File: src/rtl/keypad_code_entry.sv
// Keypad front end for digital_safe: gathers hex digits into a fixed-length code
// and handles clear, short entries, inter-key timeout and lockout from the safe.
module keypad_code_entry #(
  parameter int unsigned DIGITS         = 8,
  parameter int unsigned TIMEOUT_CYCLES = 50000000,
  parameter int unsigned CW             = $clog2(DIGITS + 1)
) (
  input  logic                  clk,
  input  logic                  rst,
  input  logic                  key_valid,
  input  logic [3:0]            key_value,
  input  logic                  key_enter,
  input  logic                  key_clear,
  input  logic                  lockout,
  output logic [4*DIGITS-1:0]   entered_code,
  output logic                  code_valid,
  output logic                  entry_error,
  output logic                  timeout,
  output logic [CW-1:0]         digit_count,
  output logic                  busy
);

  localparam int unsigned CODE_W = 4 * DIGITS;
  localparam int unsigned TW     = (TIMEOUT_CYCLES > 1) ? $clog2(TIMEOUT_CYCLES) : 1;

  localparam logic [1:0] IDLE    = 2'd0;
  localparam logic [1:0] COLLECT = 2'd1;
  localparam logic [1:0] FULL    = 2'd2;

  logic [1:0]        state;
  logic [CODE_W-1:0] code_buf;
  logic [TW-1:0]     idle_cnt;
  logic [CODE_W-1:0] shifted;

  // First digit ends up in the most significant nibble once the buffer fills.
  assign shifted = (code_buf << 4) | CODE_W'(key_value);
  assign busy    = (state != IDLE);

  always_ff @(posedge clk or negedge rst) begin
    if (!rst) begin
      state        <= IDLE;
      code_buf     <= '0;
      digit_count  <= '0;
      idle_cnt     <= '0;
      entered_code <= '0;
      code_valid   <= 1'b0;
      entry_error  <= 1'b0;
      timeout      <= 1'b0;
    end else begin
      code_valid  <= 1'b0;
      entry_error <= 1'b0;
      timeout     <= 1'b0;
      if (lockout) begin
        state       <= IDLE;
        code_buf    <= '0;
        digit_count <= '0;
        idle_cnt    <= '0;
      end else begin
        case (state)
          IDLE: begin
            idle_cnt <= '0;
            if (key_clear) begin
              state <= IDLE;
            end else if (key_enter) begin
              entry_error <= 1'b1;
            end else if (key_valid) begin
              code_buf    <= shifted;
              digit_count <= CW'(1);
              state       <= (DIGITS == 1) ? FULL : COLLECT;
            end
          end
          COLLECT, FULL: begin
            if (key_clear || key_enter) begin
              if (key_enter && !key_clear) begin
                if (state == FULL) begin
                  entered_code <= code_buf;
                  code_valid   <= 1'b1;
                end else begin
                  entry_error <= 1'b1;
                end
              end
              state       <= IDLE;
              code_buf    <= '0;
              digit_count <= '0;
              idle_cnt    <= '0;
            end else if (key_valid) begin
              // A key in the expiry cycle wins over the timeout; FULL drops the digit.
              idle_cnt <= '0;
              if (state == COLLECT) begin
                code_buf    <= shifted;
                digit_count <= digit_count + CW'(1);
                if (digit_count == CW'(DIGITS - 1))
                  state <= FULL;
              end
            end else if (idle_cnt == TW'(TIMEOUT_CYCLES - 1)) begin
              timeout     <= 1'b1;
              state       <= IDLE;
              code_buf    <= '0;
              digit_count <= '0;
              idle_cnt    <= '0;
            end else begin
              idle_cnt <= idle_cnt + TW'(1);
            end
          end
          default: begin
            state       <= IDLE;
            code_buf    <= '0;
            digit_count <= '0;
            idle_cnt    <= '0;
          end
        endcase
      end
    end
  end

endmodule

File: config.mk
export PLATFORM = sky130hd
export DESIGN_NAME = keypad_code_entry
export DESIGN_NICKNAME = d
export VERILOG_FILES = /design/src/rtl/keypad_code_entry.sv
export SDC_FILE = /design/constraint.sdc
export NUM_CORES = 1
export LEC_CHECK = 0
export CORE_ASPECT_RATIO = 0.6
export CORE_MARGIN = 2
export CORE_UTILIZATION = 50
export DETAILED_ROUTE_END_ITERATION = 6
export PLACE_DENSITY_LB_ADDON = 0.2
export SLEW_MARGIN = 40
export SYNTH_ARGS = -nofsm -noshare
export SYNTH_HDL_FRONTEND = slang
export SYNTH_SLANG_ARGS = --single-unit
export TNS_END_PERCENT = 50
File: constraint.sdc
create_clock -name clk -period 4.6 [get_ports clk]
set_input_delay 0.92 -clock clk [delete_from_list [all_inputs] [get_ports clk]]
set_output_delay 0.92 -clock clk [all_outputs]
set_load 0.02 [all_outputs]
==> impl_results.md, run 1 <==
* Status: completed
* Syn nets at roughly 340
* Worst Hold Class: reg -> reg
* First-pass GRT wire length at between 10000 and 15000 µm
* Worst slack at placement at around 1500 ps
* Inst Count DP at 470
* Required time of the critical path at ~4900 ps
* Total wire length at approximately 8300 µm
* GRT Util Overall at a little over 20%
* Rel. slew slack at approximately 50%
* Non-filler instance count after layout at about 500
* Highest metal used: met4
* H-tree Lvls at 3
* Largest area contributor in the netlist: dfrtp_1
* Mean post-synth cell area at approximately 13 µm²
* Worst Tran Pin Value at between 700 and 800 ps
* Fin Setup TNS at 0 ps
* Distinct cells, synth at 42
* DIE HEIGHT at approximately 75 µm
* Period minus WS final at ~2800 ps
* Port Buffers at slightly below 50
* P_leak at 2.28 nW
* Initial core utilization at a little over half
* Mapped Cells at around 320
* CTS tree: done
* Warning count from the yosys run at 0
* Crit end category: register
* Arrival @ worst endpoint at 3050 ps
* Placed standard-cell area at about 4800 µm²
* CP max-delay cell: clkdlybuf4s50_1
* DRC Markers at 0
* Final net count at 389
* M1 wire length at between 4000 and 5000 µm
* Fin crit share at approximately three fifths
* Min setup slack post-route at around 1800 ps
* Pins Over Slew Limit at 0
* Layout cell share with drive strength beyond 1 at about 17%
* Post-synth ARST share at 100%
* CTS clk-pin slew, worst paths at 60 ps
* Diode count at 0
* Die Wd at ~120 µm
* DR WL met2 at 3390 µm
* Post-synth EDFFs at 0
* Vias in the first global route at roughly 2600
* Area delta synth->final at 20.4%
* Largest net degree at the start of global routing at 82
* Register area share after synthesis at 59.1%
* Netlist Area Pre-Place at around 4200 µm²
* Pwr per Cell Area at 328 nW/µm²
* Via Count at 2739
* Drt pass-1 iters at 6
* Max-cap check violation count at 0
* Row cnt at 25
* Antenna violations before repair at 0
* Max Buffers Root-to-Sink at 2
* Wire length per cell at approximately 17 µm
* Top FF cell, synth: dfrtp_1
* Post-Route Utilization at between 60% and 70%
* Synth top area cells: dfrtp_1, mux2_2, a22o_1
* Post-DP HPWL at roughly 5500 µm
* Post-CTS Setup Inserts at 0
* Max Freq at 0.359 GHz
* RSZ-0062 raised after global routing: false
* Gr ovfl total at 0
* Most frequent cells in the layout: dfrtp_1, clkdlybuf4s50_1, nor2_1, a22o_1, mux2_2
* Worst-Skew Late Latency at 340 ps
* CTS Hold Bufs at 0
* Clk_skew at 9.10 ps
* Final setup fails at 0
* Gpl congestion at 0.925
* Commonest non-fill, non-tap cell in the layout: dfrtp_1
* Root Driver: clkbuf_16
* Post-CTS sizing at 0
* Number of buffers created by CTS at 9
* CP Cell Sequence: clkdlybuf4s50_1 > nor4b_2 > nand2b_1 > a21o_2 > nand2_8 > a22o_1
* Worst VDD drop at just over 0.0002 V
* Vias per cell at 5.64
* Die ar. at around 9200 µm²
* DRT iter0 DRCs at ~220
* Endpoints failing hold at 0
* Yosys reg bits at ~100
* TritonCTS sink count at approximately 100
* Post-route ant nets at 0
* Core footprint at ~8000 µm²
* Cell area after layout at a little over 5000 µm²
* Crit Path Max Fanout at 35
* Metal3 WL at roughly 460 µm
* Startpoint types: input port
* Crit-path max cell delay at 520 ps
* Top Ports at 50
* Yosys top cell area share at about 59%
* Critical path class: in -> reg
==> sequential cells by signal, indices dropped and copies added (netlist names) <==
name and flops:
code_buf 32, code_valid 1, digit_count 4, entered_code 32, entry_error 1, idle_cnt 26, state 2, timeout 1
==> path summary, 6_finish.rpt <==
check,startpoint,end,slack (ps),cells after the start
setup / recovery,lockout,digit_count[0]$_DFFE_PN0P_,1820,6
hold / removal,idle_cnt[0]$_DFF_PN0_,idle_cnt[0]$_DFF_PN0_,460,1
setup reg to reg,state[1]$_DFFE_PN0P_,digit_count[0]$_DFFE_PN0P_,2120,7
hold reg to reg,idle_cnt[0]$_DFF_PN0_,idle_cnt[0]$_DFF_PN0_,460,1
max in group asynchronous,rst,digit_count[0]$_DFFE_PN0P_,3280,2
min in group asynchronous,rst,idle_cnt[4]$_DFF_PN0_,600,1
==> cell families after synthesis <==
kind of cell	after synthesis	synth area share (%)
AO/OA/AOI/OAI	47	9.34
XOR/XNOR	23	4.81
adder cells (fa/ha/maj)	6	1.79
buffers and inverters	16	2.60
flip-flops	99	59.1
multiplexers	35	9.34
AND/OR/NAND/NOR	97	13.0
==> stage by stage <==
| stage | total power, W | hold slack [ps] |
|---|---|---|
| after CTS | 0.00168 | 466 |
| after global placement | 0.000963 | 459 |
| final | 0.00166 | 460 |
| after detailed placement | 0.000964 | 458 |
| after global routing | 0.00172 | 503 |
| after floorplan | 0.000931 | 433 |
==> power by group <==
part           internal [W]  total [W]  switching (W)
clock              0.000397   0.000710       0.000313
combinational     0.0000225  0.0000707      0.0000482
sequential         0.000873   0.000876     0.00000277
total               0.00129    0.00166       0.000364
==> layout make-up <==
cell class	instances	area (µm²)
Fill cell	642	2960
Sequential cell	99	2480
Multi-Input combinational cell	208	1620
Timing Repair Buffer	52	514
Clock buffer	11	253
Tap cell	108	135
Clock inverter	5	35.0
Inverter	3	11.3
==> metal layers <==
| metal | track usage [%] | up-vias |
|---|---|---|
| met4 | 6.13 | 0 |
| met2 | 27.3 | 75 |
| met1 | 31.8 | 1381 |
| li1 | - | 1274 |
| met5 | 0 | - |
| met3 | 6.36 | 9 |
==> worst max-delay path, delay by kind of cell <==
kind	cells	cell delay (ps)
AND/OR/NAND/NOR	3	980
buffers and inverters	1	520
AO/OA/AOI/OAI	2	630
==> synthesized netlist by cell type (3+ instances only) <==
master	number
nor2_1	34
a22o_1	34
dfrtp_1	99
o21ai_0	3
nand3_1	14
xnor2_1	5
buf_8	3
nand2_1	14
nor4_1	4
ha_1	6
nor3_1	3
a21oi_1	3
and4_1	4
inv_1	3
xor2_1	18
clkbuf_1	3
nand4_1	6
mux2_2	33
buf_2	6
(Power assumes the default switching activity.)
==> inputs of run 2 (changes only) <==
- clock period: 4.6 -> 2.89 ns (I/O delays scaled with it)
==> run 2 against run 1 <==
  * Sequential power is 59% higher
  * Critical path depth is 2 lower
  * Clock skew shrank 6.0 ps
  * Via count shrank 0.80%
  * Die area is the same
  * Setup slack lost 1300 ps
  * Largest cell class unchanged
  * Combinational power is 64% higher
  * Sequential share of layout area is 0.63 points lower
  * Final cell count increased by 0.41%
  * Global-route usage fell by 0.39 points
==> impl_results.md, run 2 (synthesis gave the netlist of run 1 again) <==
* Status: completed (unchanged)
* Buf+Inv Stages, Crit Path at 3 (was 1)
* CTS tree: done (unchanged)
* Critical path class: reg -> out (was in -> reg)
* Worst-Skew Late Latency at 340 ps (about the same)
* Crit path depth at 4 (was 6)
* Post-DP HPWL at 5660 µm (was 5480 µm)
* Endpoints failing hold at 0 (unchanged)
* Crit Path Max Fanout at 4 (was 35)
* Wire length per cell at 17.1 µm (about the same)
* Cell area after layout at 5110 µm² (was 5040 µm²)
* Commonest non-fill, non-tap cell in the layout: dfrtp_1 (unchanged)
* Number of buffers created by CTS at 9 (unchanged)
* Pwr per Cell Area at 543 nW/µm² (was 328 nW/µm²)
* Gpl congestion at 0.914 (was 0.925)
* Startpoint types: register (was input port)
* GRT Util Overall at 20.1% (was 20.5%)
* Post-CTS sizing at 0 (unchanged)
* Clock network power share at 45.6% (was 42.9%)
* CTS Hold Bufs at 0 (unchanged)
* Vias in the first global route at 2663 (was 2637)
* Worst VDD drop at 0.000295 V (was 0.000206 V)
* Most frequent cells in the layout: dfrtp_1, clkdlybuf4s50_1, nor2_1, a22o_1, mux2_2 (unchanged)
* Port Buffers at 49 (unchanged)
* CTS clk-pin slew, worst paths at 60 ps (about the same)
* Die Wd at 122 µm (unchanged)
* Via Count at 2717 (was 2739)
* Initial core utilization at 52.3% (unchanged)
* Non-filler instance count after layout at 488 (was 486)
* Placed standard-cell area at 4790 µm² (was 4750 µm²)
* Reg power frac at 50.2% (was 52.9%)
* Post-CTS Setup Inserts at 0 (unchanged)
* Crit-path max cell delay at 620 ps (was 520 ps)
* Row cnt at 25 (unchanged)
* Top Ports at 50 (unchanged)
* Core footprint at 8010 µm² (unchanged)
* Most common cell on crit path: inv_1
* Rel. slew slack at 43.6% (was 50.2%)
* Post-Route Utilization at 63.8% (was 63.0%)
* Die ar. at 9160 µm² (unchanged)
* DRC Markers at 0 (unchanged)
* Max Freq at approximately 0.42 GHz
* Diode count at 0 (unchanged)
* Final net count at 391 (was 389)
* Vias per cell at 5.57 (was 5.64)
* H-tree Lvls at 3 (unchanged)
* Pins Over Slew Limit at 0 (unchanged)
* CP max-delay cell: clkdlybuf4s50_1 (unchanged)
* DIE HEIGHT at 74.9 µm (unchanged)
* RSZ-0062 raised after global routing: false (unchanged)
* Crit end category: primary output (was register)
* Period minus WS final at between 2000 and 2500 ps
* Total wire length at 8320 µm (was 8290 µm)
* Antenna violations before repair at 0 (unchanged)
* Cell-internal power at 0.00219 W (was 0.00129 W)
* Biggest regs: code_buf: 32 flops, entered_code: 32 flops, idle_cnt: 26 flops (unchanged)
* Switching power at 0.000582 W (was 0.000364 W)
* Worst Tran Pin Value at 838 ps (was 741 ps)
* Delay-heaviest family, CP: buffers and inverters (was simple AND/OR/NAND/NOR gates)
* Clk_skew at 3.07 ps (was 9.10 ps)
* Switching portion of total power at 21.0% (was 22.0%)
* CP Cell Sequence: inv_1 > ha_1 > inv_1 > clkdlybuf4s50_1 (was clkdlybuf4s50_1 > nor4b_2 > nand2b_1 > a21o_2 > nand2_8 > a22o_1)
* Gr ovfl total at 0 (unchanged)
* Root Driver: clkbuf_16 (unchanged)
* Worst Hold Class: in -> async (was reg -> reg)
* Inst Count DP at 472 (was 470)
* First-pass GRT wire length at 13800 µm (was 14000 µm)
* R2R depth at 7 (unchanged)
* Combinational share of power at 4.2% (was 4.3%)
* Fin Setup TNS at 0 ps (unchanged)
* Fin crit share at 82.7%
* Arrival @ worst endpoint at 1810 ps (was 3050 ps)
* DRT iter0 DRCs at 180 (was 222)
* Post-route ant nets at 0 (unchanged)
* Area delta synth->final at 21.9% (was 20.4%)
* Fin Hold WS at 222 ps (was 460 ps)
* Final setup fails at 0 (unchanged)
* Largest net degree at the start of global routing at 45 (was 82)
* Drt pass-1 iters at 4 (was 6)
* Max Buffers Root-to-Sink at 2 (unchanged)
* Required time of the critical path at 2310 ps (was 4870 ps)
* TritonCTS sink count at 99 (unchanged)
* Layout cell share with drive strength beyond 1 at 16.8% (was 16.9%)
* P_leak at 2.31 nW (was 2.28 nW)
* Max-cap check violation count at 0 (unchanged)
-- run 2: changes by cell type in the layout (fill, tap and decap cells not counted), sizes merged --
cell / previous run / this run
buf: 4 / 6
clkbuf: 11 / 13
bufinv: 0 / 1
clkinv: 3 / 2
clkinvlp: 1 / 0
inv: 4 / 3
-- run 2: area by class of cell --
class                           instances  area [µm²]
Multi-Input combinational cell        208        1610
Sequential cell                        99        2480
Tap cell                              108         135
Clock inverter                          3        43.8
Inverter                                3        11.3
Clock buffer                           13         280
Fill cell                             620        2900
Timing Repair Buffer                   54         551
-- run 2: worst register-to-register path: cells and delay by family, from the launching register on --
family,cells,cell delay (ps)
AO/OA/AOI/OAI,2,490
adder cells (fa/ha/maj),1,380
buffers and inverters,1,80
flip-flops,1,410
AND/OR/NAND/NOR,3,910
-- run 2: routing by layer --
| metal | up-vias | track usage [%] | wire length, µm |
|---|---|---|---|
| li1 | 1269 | - | - |
| met1 | 1365 | 31.1 | 4440 |
| met2 | 71 | 27.2 | 3410 |
| met3 | 12 | 5.23 | 363 |
| met4 | 0 | 6.90 | 112 |
| met5 | - | 0 | 0 |
-- run 2: path summary, 6_finish.rpt --
check	slack, ps	startpoint	endpoint
max	500	state[1]$_DFFE_PN0P_	busy
min	220	rst	idle_cnt[2]$_DFF_PN0_
max reg2reg	560	state[1]$_DFFE_PN0P_	code_buf[30]$_DFFE_PN0P_
min reg2reg	460	idle_cnt[0]$_DFF_PN0_	idle_cnt[0]$_DFF_PN0_
max in group asynchronous	1980	rst	idle_cnt[23]$_DFF_PN0_
min in group clk	460	idle_cnt[0]$_DFF_PN0_	idle_cnt[0]$_DFF_PN0_
-- run 2: stage by stage --
stage / total power (W) / setup WS [ps]
3_5_place_dp: 0.00154 / 272
6_report: 0.00278 / 499
5_1_grt: 0.00287 / 371
3_3_place_gp: 0.00153 / 316
2_1_floorplan: 0.00148 / 974
4_1_cts: 0.00280 / 494
-- run 2: power by group through the flow --
stage	Clock (W)	Sequential [W]	Combinational, W
final	0.00127	0.00139	0.000116
after global placement	0	0.00142	0.000115
after global routing	0.00135	0.00139	0.000127
after CTS	0.00129	0.00139	0.000118
after floorplan	0	0.00142	0.0000610
after detailed placement	0	0.00142	0.000118
==> inputs of run 3 (changes only) <==
- clock period: 2.89 -> 2.3 ns (I/O delays scaled with it)
==> run 3 against run 2 <==
  * Final cell count rose by 2.5%
  * Non-clock buffer count rose by 12
  * Clock power rose by 19%
  * Hold slack got worse by 140 ps
  * Design area rose by 2.2%
  * Via count rose by 1.5%
  * Wire length rose by 0.31%
  * First-iteration DRC count rose by 2.8%
  * Sequential share of layout area fell by 1.0 points
==> impl_results.md, run 3 (synthesis gave the netlist of run 1 again) <==
* Crit end category: register (was primary output)
* Top Ports at 50 (unchanged)
* Initial core utilization at 52.3% (unchanged)
* Biggest regs: code_buf: 32 flops, entered_code: 32 flops, idle_cnt: 26 flops (unchanged)
* Critical path class: reg -> reg (was reg -> out)
* Die Wd at 122 µm (unchanged)
* Post-CTS Setup Inserts at 0 (unchanged)
* Vias per cell at 5.52 (was 5.57)
* Reg-to-reg critical path startpoint: state[0]$_DFFE_PN0P_ (was state[1]$_DFFE_PN0P_)
* TritonCTS sink count at 99 (unchanged)
* Port Buffers at 49 (unchanged)
* Final setup fails at 0 (unchanged)
* Diode count at 0 (unchanged)
* Crit Path Max Fanout at 19 (was 4)
* Total wire length at 8350 µm (was 8320 µm)
* Worst Hold Class: in -> async (unchanged)
* Arrival @ worst endpoint at 2360 ps (was 1810 ps)
* Die ar. at 9160 µm² (unchanged)
* Rel. slew slack at 52.9% (was 43.6%)
* Final net count at 403 (was 391)
* Startpoint types: register (unchanged)
* First-pass GRT wire length at 14100 µm (was 13800 µm)
* Non-filler instance count after layout at 500 (was 488)
* Worst VDD drop at 0.000385 V (was 0.000295 V)
* P_leak at 2.39 nW (was 2.31 nW)
* R2R depth at 7 (unchanged)
* Gr ovfl total at 0 (unchanged)
* H-tree Lvls at 3 (unchanged)
* Worst Tran Pin Value at 699 ps (was 838 ps)
* Drt pass-1 iters at 4 (unchanged)
* DIE HEIGHT at 74.9 µm (unchanged)
* Gpl congestion at 0.886 (was 0.914)
* Commonest non-fill, non-tap cell in the layout: dfrtp_1 (unchanged)
* Antenna violations before repair at 0 (unchanged)
* Pwr per Cell Area at 657 nW/µm² (was 543 nW/µm²)
* Root Driver: clkbuf_16 (unchanged)
* Filler cells at 641 (was 620)
* Max-cap check violation count at 0 (unchanged)
* Period minus WS final at around 2100 ps
* Inst Count DP at 484 (was 472)
* Vias in the first global route at 2722 (was 2663)
* Worst-Skew Late Latency at 340 ps (about the same)
* Max Freq at between 0.4 and 0.5 GHz
* DRC Markers at 0 (unchanged)
* Status: completed (unchanged)
* CTS Hold Bufs at 0 (unchanged)
* Fin crit share at a little over 90%
* Post-route ant nets at 0 (unchanged)
* Required time of the critical path at 2580 ps (was 2310 ps)
* Max Buffers Root-to-Sink at 2 (unchanged)
* Core footprint at 8010 µm² (unchanged)
* Layout cell share with drive strength beyond 1 at 19.1% (was 16.8%)
* Post-DP HPWL at 5720 µm (was 5660 µm)
* Endpoints failing hold at 0 (unchanged)
* Most frequent cells in the layout: dfrtp_1, clkdlybuf4s50_1, nor2_1, a22o_1, mux2_2 (unchanged)
* DRT iter0 DRCs at 185 (was 180)
* RSZ-0062 raised after global routing: false (unchanged)
* CTS clk-pin slew, worst paths at 70 ps (was 60 ps)
* Cell area after layout at 5220 µm² (was 5110 µm²)
* Row cnt at 25 (unchanged)
* Pins Over Slew Limit at 0 (unchanged)
* Via Count at 2758 (was 2717)
* Area delta synth->final at 24.6% (was 21.9%)
* Clk_skew at 7.73 ps (was 3.07 ps)
* Largest net degree at the start of global routing at 39 (was 45)
* Number of buffers created by CTS at 9 (unchanged)
* GRT Util Overall at 20.4% (was 20.1%)
* CP Launch Point: state[0]$_DFFE_PN0P_ (was state[1]$_DFFE_PN0P_)
* Placed standard-cell area at 4910 µm² (was 4790 µm²)
* Wire length per cell at 16.7 µm (was 17.1 µm)
* CTS tree: done (unchanged)
## run 3: cell count changes in the layout (fill, tap and decap cells not counted)
cell             change
clkdlybuf4s50_1      -1
clkbuf_1             +1
clkbuf_8             -2
buf_4                +9
dlymetal6s2s_1       +1
buf_12               +3
clkinv_2             +1
## run 3: repair_timing
item	CTS	global route
resized for setup	0	1
endpoints found under the hold margin	0	0
endpoints found under the setup margin	0	1
## run 3: metal layers
| metal | vias to the layer above | routed length [µm] | global-route usage, % |
|---|---|---|---|
| met5 | - | 0 | 0 |
| met4 | 0 | 78 | 6.90 |
| met3 | 6 | 328 | 5.53 |
| met2 | 55 | 3510 | 27.5 |
| met1 | 1406 | 4430 | 31.9 |
| li1 | 1291 | - | - |
## run 3: worst paths after layout
| path | to | slack [ps] |
|---|---|---|
| max | code_buf[15]$_DFFE_PN0P_ | 210 |
| min | idle_cnt[3]$_DFF_PN0_ | 80 |
| max reg2reg | code_buf[15]$_DFFE_PN0P_ | 210 |
| min reg2reg | idle_cnt[0]$_DFF_PN0_ | 460 |
| max in group asynchronous | entered_code[10]$_DFFE_PN0P_ | 1620 |
| min in group clk | idle_cnt[0]$_DFF_PN0_ | 460 |
## run 3: metrics by stage
step,total power (W),worst slack (ps),setup TNS (ps),hold WS [ps],util (%)
detailed placement,0.00196,-22.0,-49.1,460,61.4
floorplan,0.00186,384,0,164,-
finish,0.00343,211,0,84.6,65.2
global route,0.00355,119,0,123,65.2
CTS,0.00347,31.8,0,105,65.2
global placement,0.00195,36.0,0,458,61.4
## run 3: critical path, stage by stage, from the launching register on
cell and delay (ps):
dfrtp_1 380, inv_1 90, ha_1 380, or4b_4 490, a21o_1 270, nand2_8 120, buf_12 150, a22o_1 150
## run 3: area by class of cell
| type | instances | area (µm²) | area share (%) |
|---|---|---|---|
| multi-input combinational | 208 | 1610 | 30.9 |
| sequential | 99 | 2480 | 47.4 |
| inverter | 3 | 11.3 | 0.216 |
| timing repair buffer | 66 | 681 | 13.0 |
| clock buffer | 12 | 256 | 4.91 |
| clock inverter | 4 | 48.8 | 0.935 |
| tap | 108 | 135 | 2.59 |
## run 3: power by group
part	internal, W	leakage [nW]	switching (W)
clock network	0.000900	0.153	0.000611
logic	0.0000679	0.852	0.000101
registers	0.00175	1.38	0.00000500
total	0.00272	2.39	0.000717
